File: src/rtl/object_physics_stepper.sv
// Per-frame integrator: reads object records four at a time, applies gravity and
// semi-implicit Euler, writes dynamic records back one per cycle. Optional macro: FLOOR_CLAMP_EN.
module object_physics_stepper #(
  parameter int                 OBJ_COUNT  = 4,
  parameter int                 OBJ_WIDTH  = 115,
  parameter int                 ADDR_WIDTH = 8,
  parameter logic signed [15:0] GRAVITY    = 16'sd1
`ifdef FLOOR_CLAMP_EN
  ,
  parameter logic signed [15:0] FLOOR_Y    = 16'sd400
`endif
) (
  input  logic                                clk_in,
  input  logic                                rst_n_in,
  input  logic                                step_in,
  output logic                                busy_out,
  output logic                                done_out,
  output logic                                read_valid_out,
  output logic [3:0][ADDR_WIDTH-1:0]          read_addrs_out,
  input  logic                                read_valid_in,
  input  logic [3:0][OBJ_WIDTH-1:0]           read_objects_in,
  output logic                                write_valid_out,
  output logic [ADDR_WIDTH-1:0]               write_addr_out,
  output logic [OBJ_WIDTH-1:0]                write_object_out
);

  typedef enum logic [2:0] {IDLE, REQ, WAIT, WRITE, DONE} state_t;

  localparam logic [ADDR_WIDTH:0] OBJ_COUNT_W = (ADDR_WIDTH+1)'(OBJ_COUNT);

  state_t                        state_q, state_d;
  logic [ADDR_WIDTH:0]           base_q, base_d;
  logic [1:0]                    lane_q, lane_d;
  logic [3:0][OBJ_WIDTH-1:0]     batch_q, batch_d;
  logic                          busy_q, busy_d;
  logic                          done_q, done_d;
  logic                          rd_valid_q, rd_valid_d;
  logic [3:0][ADDR_WIDTH-1:0]    rd_addrs_q, rd_addrs_d;
  logic                          wr_valid_q, wr_valid_d;
  logic [ADDR_WIDTH-1:0]         wr_addr_q, wr_addr_d;
  logic [OBJ_WIDTH-1:0]          wr_obj_q, wr_obj_d;

  logic                          emit;
  logic [1:0]                    emit_lane;
  logic [1:0]                    lane_nx;
  logic [OBJ_WIDTH-1:0]          emit_src;
  logic [ADDR_WIDTH:0]           lane_addr;

  function automatic logic signed [15:0] sat16(input logic signed [16:0] s);
    if (s > 17'sd32767)       return 16'sh7FFF;
    else if (s < -17'sd32768) return 16'sh8000;
    else                      return s[15:0];
  endfunction

  // Velocity first, then position from the new velocity (semi-implicit Euler).
  function automatic logic [OBJ_WIDTH-1:0] integrate(input logic [OBJ_WIDTH-1:0] o);
    logic signed [15:0] px, py, vx, vy;
    px = o[63:48];
    py = o[47:32];
    vx = o[31:16];
    vy = o[15:0];
    vy = sat16($signed({vy[15], vy}) + $signed({GRAVITY[15], GRAVITY}));
    px = sat16($signed({px[15], px}) + $signed({vx[15], vx}));
    py = sat16($signed({py[15], py}) + $signed({vy[15], vy}));
`ifdef FLOOR_CLAMP_EN
    if (py > FLOOR_Y) begin
      py = FLOOR_Y;
      vy = '0;
    end
`endif
    return {o[OBJ_WIDTH-1:64], px, py, vx, vy};
  endfunction

  always_comb begin
    state_d    = state_q;
    base_d     = base_q;
    lane_d     = lane_q;
    batch_d    = batch_q;
    busy_d     = busy_q;
    done_d     = 1'b0;
    rd_valid_d = 1'b0;
    rd_addrs_d = rd_addrs_q;
    wr_valid_d = 1'b0;
    wr_addr_d  = wr_addr_q;
    wr_obj_d   = wr_obj_q;
    emit       = 1'b0;
    lane_nx    = lane_q + 2'd1;
    emit_lane  = lane_nx;
    emit_src   = batch_q[lane_nx];
    lane_addr  = '0;

    case (state_q)
      IDLE: begin
        if (step_in) begin
          base_d     = '0;
          busy_d     = 1'b1;
          rd_valid_d = 1'b1;
          state_d    = REQ;
        end
      end
      REQ: state_d = WAIT;
      WAIT: begin
        if (read_valid_in) begin
          batch_d   = read_objects_in;
          lane_d    = 2'd0;
          emit      = 1'b1;
          emit_lane = 2'd0;
          emit_src  = read_objects_in[0];
          state_d   = WRITE;
        end
      end
      WRITE: begin
        if (lane_q == 2'd3) begin
          base_d = base_q + (ADDR_WIDTH+1)'(4);
          if (base_d >= OBJ_COUNT_W) begin
            done_d  = 1'b1;
            busy_d  = 1'b0;
            state_d = DONE;
          end else begin
            rd_valid_d = 1'b1;
            state_d    = REQ;
          end
        end else begin
          lane_d = lane_nx;
          emit   = 1'b1;
        end
      end
      DONE: state_d = IDLE;
      default: state_d = IDLE;
    endcase

    if (rd_valid_d) begin
      for (int i = 0; i < 4; i++) begin
        rd_addrs_d[i] = ADDR_WIDTH'(base_d + (ADDR_WIDTH+1)'(i));
      end
    end

    // Each lane costs exactly one cycle; out-of-range and static lanes simply drop the strobe.
    if (emit) begin
      lane_addr = base_q + (ADDR_WIDTH+1)'(emit_lane);
      if ((lane_addr < OBJ_COUNT_W) && !emit_src[OBJ_WIDTH-1]) begin
        wr_valid_d = 1'b1;
        wr_addr_d  = lane_addr[ADDR_WIDTH-1:0];
        wr_obj_d   = integrate(emit_src);
      end
    end
  end

  always_ff @(posedge clk_in or negedge rst_n_in) begin
    if (!rst_n_in) begin
      state_q    <= IDLE;
      base_q     <= '0;
      lane_q     <= '0;
      batch_q    <= '0;
      busy_q     <= 1'b0;
      done_q     <= 1'b0;
      rd_valid_q <= 1'b0;
      rd_addrs_q <= '0;
      wr_valid_q <= 1'b0;
      wr_addr_q  <= '0;
      wr_obj_q   <= '0;
    end else begin
      state_q    <= state_d;
      base_q     <= base_d;
      lane_q     <= lane_d;
      batch_q    <= batch_d;
      busy_q     <= busy_d;
      done_q     <= done_d;
      rd_valid_q <= rd_valid_d;
      rd_addrs_q <= rd_addrs_d;
      wr_valid_q <= wr_valid_d;
      wr_addr_q  <= wr_addr_d;
      wr_obj_q   <= wr_obj_d;
    end
  end

  assign busy_out         = busy_q;
  assign done_out         = done_q;
  assign read_valid_out   = rd_valid_q;
  assign read_addrs_out   = rd_addrs_q;
  assign write_valid_out  = wr_valid_q;
  assign write_addr_out   = wr_addr_q;
  assign write_object_out = wr_obj_q;

endmodule

File: config.mk
export PLATFORM = sky130hd
export DESIGN_NAME = object_physics_stepper
export DESIGN_NICKNAME = d
export VERILOG_FILES = /design/src/rtl/object_physics_stepper.sv
export SDC_FILE = /design/constraint.sdc
export NUM_CORES = 2
export LEC_CHECK = 0
export CAP_MARGIN = 10
export CORE_MARGIN = 4
export CORE_UTILIZATION = 55
export DETAILED_ROUTE_END_ITERATION = 8
export DONT_BUFFER_PORTS = 1
export PLACE_DENSITY = 0.7
export SYNTH_ARGS = -nofsm -noshare
export SYNTH_HDL_FRONTEND = slang
export SYNTH_SLANG_ARGS = --single-unit
File: constraint.sdc
create_clock -name clk_in -period 12.6 [get_ports clk_in]
set_input_delay 2.52 -clock clk_in [delete_from_list [all_inputs] [get_ports clk_in]]
set_output_delay 2.52 -clock clk_in [all_outputs]
set_load 0.1 [all_outputs]
* Word level (Yosys, flattened, before mapping)
Index checks and enable logic that the tools add are counted.
** Word-level totals
- Bits in registers :: 633
- Bits in latches :: 0
- Memory bits (writable) :: 0
- ROM bits :: 0
- Bits of input ports :: 464
- Memories kept :: 0
** Operators by class
- Add/subtract/negate cells :: 9
- $mul :: 0
- Div/mod/pow operators :: 0
- $lt $le $gt $ge :: 9
- Equality and inequality tests :: 9
- Shift-type cells :: 0
- Multiplexer cells :: 41
- Bitwise gates (word level) :: 0
- Reductions and logical operators :: 10
** Operators with widths (count)
- two-way mux 115 bit :: 3
- binary-select mux 115 bit (select 2 bit) :: 1
- two-way mux 16 bit :: 8
- > comparator 17 x 16 -> 1 bit, second input constant :: 3
- less-than comparator 17 x 16 -> 1 bit, second input constant :: 3
- adder 16 x 16 -> 17 bit :: 2
- two-way mux 9 bit :: 2
- one-hot mux 9 bit (2 select lines) :: 1
- adder 16 x 2 -> 17 bit, second input constant :: 1
- adder 8 x 2 -> 8 bit, second input constant :: 2
- two-way mux 1 bit :: 13
- two-way mux 3 bit :: 4
- one-hot mux 3 bit (4 select lines) :: 1
- inequality test 2 bit, second input constant :: 5
- adder 9 x 2 -> 9 bit :: 1
- adder 9 x 3 -> 9 bit, second input constant :: 1
- greater-or-equal comparator 9 x 3 -> 1 bit, second input constant :: 1
- less-than comparator 9 x 3 -> 1 bit, second input constant :: 1
- adder 8 x 1 -> 8 bit, second input constant :: 1
- two-way mux 2 bit :: 4
- equality test 3 x 2 -> 1 bit, second input constant :: 2
- one-hot mux 1 bit (2 select lines) :: 3
- AND reduction 3 bit :: 2
- one-hot mux 2 bit (2 select lines) :: 1
- 10 further kinds :: 12

* Logic depth before layout (Yosys ltp)
- Word-level depth :: 15
- Mapped depth :: 35
- Mapped depth without buffers :: 26

* Least setup slack after synthesis
Ideal clock, no wire load.
- Kind :: input port to flip-flop
- Start point :: in read_valid_in
- End point :: reg wr_obj_q[46] (netlist: write_object_out[46])
- Library setup time :: 0.088 ns
- Arrival :: 8.275 ns
- Data required time :: 12.512 ns
- Path slack :: 4.238 ns
- Stages :: 32
- Path through :: and4bb_2 buf_6 buf_6 clkbuf_1 clkbuf_1 clkbuf_1 nand2_1 nand2_1 ha_1 and4_1 nand2_1 xor2_1 a2111oi_0 and4_1 a31oi_1 or2_1 buf_6 buf_4 nand2_1 ha_1 inv_1 fa_1 nor2b_1 o21a_1 o21ai_0 a311o_1 a31o_2 o21bai_1 a211o_1 clkbuf_1 a21oi_1 a22oi_1
** Between the ends
- Word-level cells in the longest chain between the ends :: 12
- Elaborated cells on any way between the ends :: 23
- Classes of those cells :: add/sub (3); order compare (5); mux (12); reduce/logical (3)
** Ends and longest elaborated chain
- from (decl) :: RTL line 20 : input logic read_valid_in,
- two-way mux 115 bit :: RTL line 103 : if (read_valid_in) begin
- two-way mux 115 bit :: RTL line 92 : case (state_q)
- adder 16 x 2 -> 17 bit :: RTL line 62 : vy = sat16($signed({vy[15], vy}) + $signed({GRAVITY[15], GRAVITY}));
- less-than comparator 17 x 16 -> 1 bit :: RTL line 51 : else if (s < -17'sd32768) return 16'sh8000;
- two-way mux 16 bit :: RTL line 51
- two-way mux 16 bit :: RTL line 50 : if (s > 17'sd32767) return 16'sh7FFF;
- two-way mux 16 bit :: RTL line 141 : if ((lane_addr < OBJ_COUNT_W) && !emit_src[OBJ_WIDTH-1]) begin
- two-way mux 16 bit :: RTL line 139 : if (emit) begin
- adder 16 x 16 -> 17 bit :: RTL line 64 : py = sat16($signed({py[15], py}) + $signed({vy[15], vy}));
- less-than comparator 17 x 16 -> 1 bit :: RTL line 51
- two-way mux 16 bit :: RTL line 51
- two-way mux 16 bit :: RTL line 50
- to (signal assigned) :: RTL line 173 : wr_obj_q <= wr_obj_d;
- to (decl) :: RTL line 41 : logic [OBJ_WIDTH-1:0] wr_obj_q, wr_obj_d;
Several ways; a longest one is shown, not always the timed one. The select of a mux whose other input is x is not followed.
A chain may end at the register's enable or synchronous reset.

* Final worst setup path
- Start point :: in read_valid_in
- End point :: reg wr_obj_q[34] (netlist: write_object_out[34])
The elaborated chain is that of the path after synthesis.

==> load_flow_metrics.sql <==
INSERT INTO impl_metrics (metric_group, metric, value, unit) VALUES
('layout', 'sequential_cell_area', '15800', 'sq um'),
('sta', 'post-route-period-util', '68.4', '%'),
('layout', 'fillers', '4507', ''),
('grt', 'grt_util_met1', '37.0', '%'),
('clocking', 'post_cts_buffers', '0', ''),
('grt', 'grt_usage', '29.2', '%'),
('yosys', 'ys_types', '70', ''),
('routing', 'first_pass_iters', '6', ''),
('placement', 'gp_congestion', '0.899', ''),
('grt', 'use_met3', '9.13', '%'),
('yosys', 'synthCells', '3230', ''),
('clocking', 'h-tree-depth', '3', ''),
('yosys', 'netlist_area', '29500', 'sq um'),
('clocking', 'clockRootBuffer', 'sky130_fd_sc_hd__clkbuf_16', ''),
('sta', 'finalHoldViolCount', '0', ''),
('sta', 'report.final.slew_viol_count', '51', ''),
('clocking', 'ctsResizeCount', '0', ''),
('yosys', 'fraction_of_post_synthesis_cell_area_in_the_top_cell_type_by_area', '53.5', '%'),
('routing', 'detail_route.wirelength', '84600', 'um'),
('sta', 'finClkSkew', '0.0213', 'ns'),
('layout', 'area_of_the_multi_input_gates', '12800', 'sq um'),
('sta', 'rsz0062_at_grt', 'false', ''),
('grt', 'grt_max_degree', '632', ''),
('clocking', 'ctsLongestPathBuffers', '3', ''),
('worst_hold_path', 'min_path_type', 'reg -> reg', ''),
('routing', 'detail_route.drc_violations', '0', ''),
('setup_path', 'path_buf_inv', '2', ''),
('sta', 'period_needed', '8.62', 'ns'),
('setup_path', 'worstSetupEndpointType', 'flip-flop', ''),
('setup_path', 'crit_required', '13.03', 'ns'),
('outcome', 'run_status', 'finished with violations', ''),
('grt', 'grt_overflow_total', '0', ''),
('grt', 'grt_util_met2', '47.8', '%'),
('floorplan', 'chipWidth', '240', 'um'),
('clocking', 'clkSlewWorstSetupHoldPaths', '0.06', 'ns'),
('setup_path', 'crit_path_max_fanout', '212', ''),
('grt', 'grt_pass1_vias', '22300', ''),
('routing', 'routedWlPerCell', '21.8', 'um'),
('sta', 'fin_setup_tns', '0', 'ns'),
('sta', 'max_slew.worst_pin.slew', '1.51', 'ns'),
('flow_run', 'cap_viol_max_count', '0', ''),
('setup_path', 'critPathArrivalTime', '9.05', 'ns'),
('grt', 'grt_most_used_layer', 'met2', ''),
('setup_path', 'timing.critical_path.cells', 'and4bb_4 > buf_12 > nand2_1 > a21boi_0 > xor2_1 > and4bb_1 > and4_1 > a31oi_1 > or2_1 > nand2_1 > ha_1 > inv_1 > fa_1 > nor2b_1 > o21a_1 > o21ai_0 > a311o_1 > a31o_2 > o21bai_1 > o31a_1 > o21ai_1 > o21ai_0', ''),
('yosys', 'seq_area_frac_synth', '53.5', '%'),
('floorplan', 'dieHeight', '240', 'um'),
('clocking', 'numClockSinks', '631', ''),
('floorplan', 'core-area', '52900', 'sq um'),
('grt', 'number_of_antenna_violations_at_the_first_check_in_global_routing', '12', ''),
('outcome', 'violations', 'slew limit', ''),
('yosys', 'synth.yosys.warnings', '0', ''),
('clocking', 'cts_hold_buffers', '0', ''),
('routing', 'drt-vias-per-instance', '5.78', ''),
('yosys', 'synth-seq-cells', '631', ''),
('yosys', 'yosys.area.top_type', 'sky130_fd_sc_hd__dfrtp_1', ''),
('setup_path', 'cpLargestDelayFamily', 'compound AO/OA/AOI/OAI gates', ''),
('yosys', 'synth_nets', '3740', ''),
('setup_path', 'critPathKind', 'in -> reg', ''),
('layout', 'finish.net_count', '3638', ''),
('grt', 'grt_first_pass_wirelength', '130000', 'um'),
('clocking', 'cts_tree', 'built', ''),
('yosys', 'synth_edf_count', '0', ''),
('floorplan', 'floorplan.initialDensity', '55.8', '%'),
('routing', 'drtAntennaViolNets', '0', ''),
('sta', 'setup_viol_count_final', '0', ''),
('clocking', 'worst_skew_pair.late_latency', '0.60', 'ns'),
('sta', 'fmax', '116', 'MHz'),
('floorplan', 'fp.dieArea', '57400', 'sq um'),
('clocking', 'numCtsBuffers', '68', ''),
('setup_path', 'slowest_stage', 'sky130_fd_sc_hd__or2_1', ''),
('floorplan', 'top_level_ports', '623', '');
-- registers in the layout (all words and copies together), names as in the netlist, 2 cells and up --
name	count
read_addrs_out	30
write_object_out	115
state_q	3
lane_q	2
base_q	9
write_addr_out	8
batch_q	460
-- area by class of cell --
type	count	area share [%]
flip-flops and latches	631	49.4
diodes	12	0.0939
multi-input cells	2387	40.2
clock buffers	98	6.27
inverters	23	0.285
repair buffers	17	0.516
clock inverters	19	0.614
well taps	688	2.69
-- worst register-to-register path, delay by kind of cell (launching register included) --
| family | cells | cell delay (ns) |
|---|---|---|
| compound gates | 11 | 3.08 |
| simple gates | 8 | 1.89 |
| fa+ha+maj | 4 | 1.16 |
| flops | 1 | 0.97 |
| buf+inv | 2 | 0.85 |
| mux | 1 | 0.42 |
-- cells in the final DEF (no fill, tap or decap), types with 4 or more instances in the layout --
master,netlist,layout
sky130_fd_sc_hd__nand2_1,1630,1630
sky130_fd_sc_hd__dfrtp_1,631,628
sky130_fd_sc_hd__nor2_1,149,149
sky130_fd_sc_hd__mux4_2,112,112
sky130_fd_sc_hd__a31oi_1,79,79
sky130_fd_sc_hd__clkbuf_16,0,69
sky130_fd_sc_hd__o21ai_0,64,64
sky130_fd_sc_hd__a21oi_1,52,51
sky130_fd_sc_hd__ha_1,43,42
sky130_fd_sc_hd__and2_1,32,32
sky130_fd_sc_hd__xnor2_1,28,28
sky130_fd_sc_hd__nand3_1,23,23
sky130_fd_sc_hd__inv_1,23,22
sky130_fd_sc_hd__clkbuf_8,0,17
sky130_fd_sc_hd__xor2_1,15,15
sky130_fd_sc_hd__buf_4,5,14
sky130_fd_sc_hd__diode_2,0,12
sky130_fd_sc_hd__clkbuf_1,153,12
sky130_fd_sc_hd__nand4_1,11,11
sky130_fd_sc_hd__nand2b_1,10,10
sky130_fd_sc_hd__nor2b_1,9,9
sky130_fd_sc_hd__nor3_1,9,9
sky130_fd_sc_hd__clkinv_2,0,8
sky130_fd_sc_hd__a21o_1,7,7
sky130_fd_sc_hd__a21boi_0,7,7
sky130_fd_sc_hd__o21a_1,7,7
sky130_fd_sc_hd__mux2_2,7,7
sky130_fd_sc_hd__a211oi_1,6,6
sky130_fd_sc_hd__and3_1,5,5
sky130_fd_sc_hd__o21bai_1,5,5
sky130_fd_sc_hd__a31oi_2,5,5
sky130_fd_sc_hd__or3_1,4,4
sky130_fd_sc_hd__inv_6,0,4
-- cell usage after synthesis (all sizes together) (5+ instances only) --
library cell	n
mux4	113
buf	36
dfrtp	631
mux2	7
a31oi	84
xnor2	28
and3	5
nor2	149
a211oi	6
nand2b	10
nor2b	9
nor3	9
a21oi	53
nand4	12
nand3	23
o21bai	5
a21o	7
a21boi	7
nand2	1630
and2	32
inv	23
clkbuf	153
xor2	15
o21a	7
o21ai	68
ha	43
-- worst paths after layout --
check / startpoint / to / cells after the start
worst min register to register: batch_q[425] / batch_q[425] / 2
min in group asynchronous: rst_n_in / read_valid_out / 0
worst max-delay path: read_valid_in / write_object_out[34] / 22
worst max register to register: lane_q[0] / write_object_out[34] / 26
worst min-delay path: batch_q[425] / batch_q[425] / 2
max in group asynchronous: rst_n_in / batch_q[24] / 0
-- per-stage QoR --
| step | worst slack (ns) | hold slack, ns | utilization, % | std cells | cell area [sq um] |
|---|---|---|---|---|---|
| after floorplan | 4.24 | 0.437 | - | 3230 | 29500 |
| after global placement | 3.62 | 0.452 | 56.3 | 3745 | 29800 |
| after detailed placement | 3.41 | 0.457 | 56.3 | 3745 | 29800 |
| after CTS | 4.02 | 0.472 | 60.5 | 3862 | 32000 |
| after global routing | 3.32 | 0.487 | 60.5 | 3874 | 32000 |
| final | 3.98 | 0.470 | 60.5 | 3875 | 32000 |
-- logic make-up (layout without fill, tap and decap cells) --
| group | count (synthesis) | in the layout | synth area share [%] |
|---|---|---|---|
| xor gates and xnor gates | 43 | 43 | 1.28 |
| DFF | 631 | 631 | 53.5 |
| AOI/OAI and AO/OA | 271 | 271 | 5.82 |
| and+or+nand+nor | 1904 | 1904 | 25.3 |
| muxes | 123 | 123 | 9.01 |
| buffers and inverters | 212 | 157 | 3.01 |
| other | 0 | 12 | 0 |
| adders and majority gates | 46 | 46 | 2.03 |
-- routing by layer --
layer | part of all wire [%] | up-vias | routed length [um]
met5 | 0.024 | - | 20
met4 | 3.7 | 4 | 3120
met3 | 8.8 | 179 | 7480
met2 | 49 | 822 | 41800
met1 | 38 | 11100 | 32200
li1 | - | 10300 | -
Power is left out: the tool's default activity adds up to more than one toggle a clock period on the data nets, which glitch-free logic cannot reach.
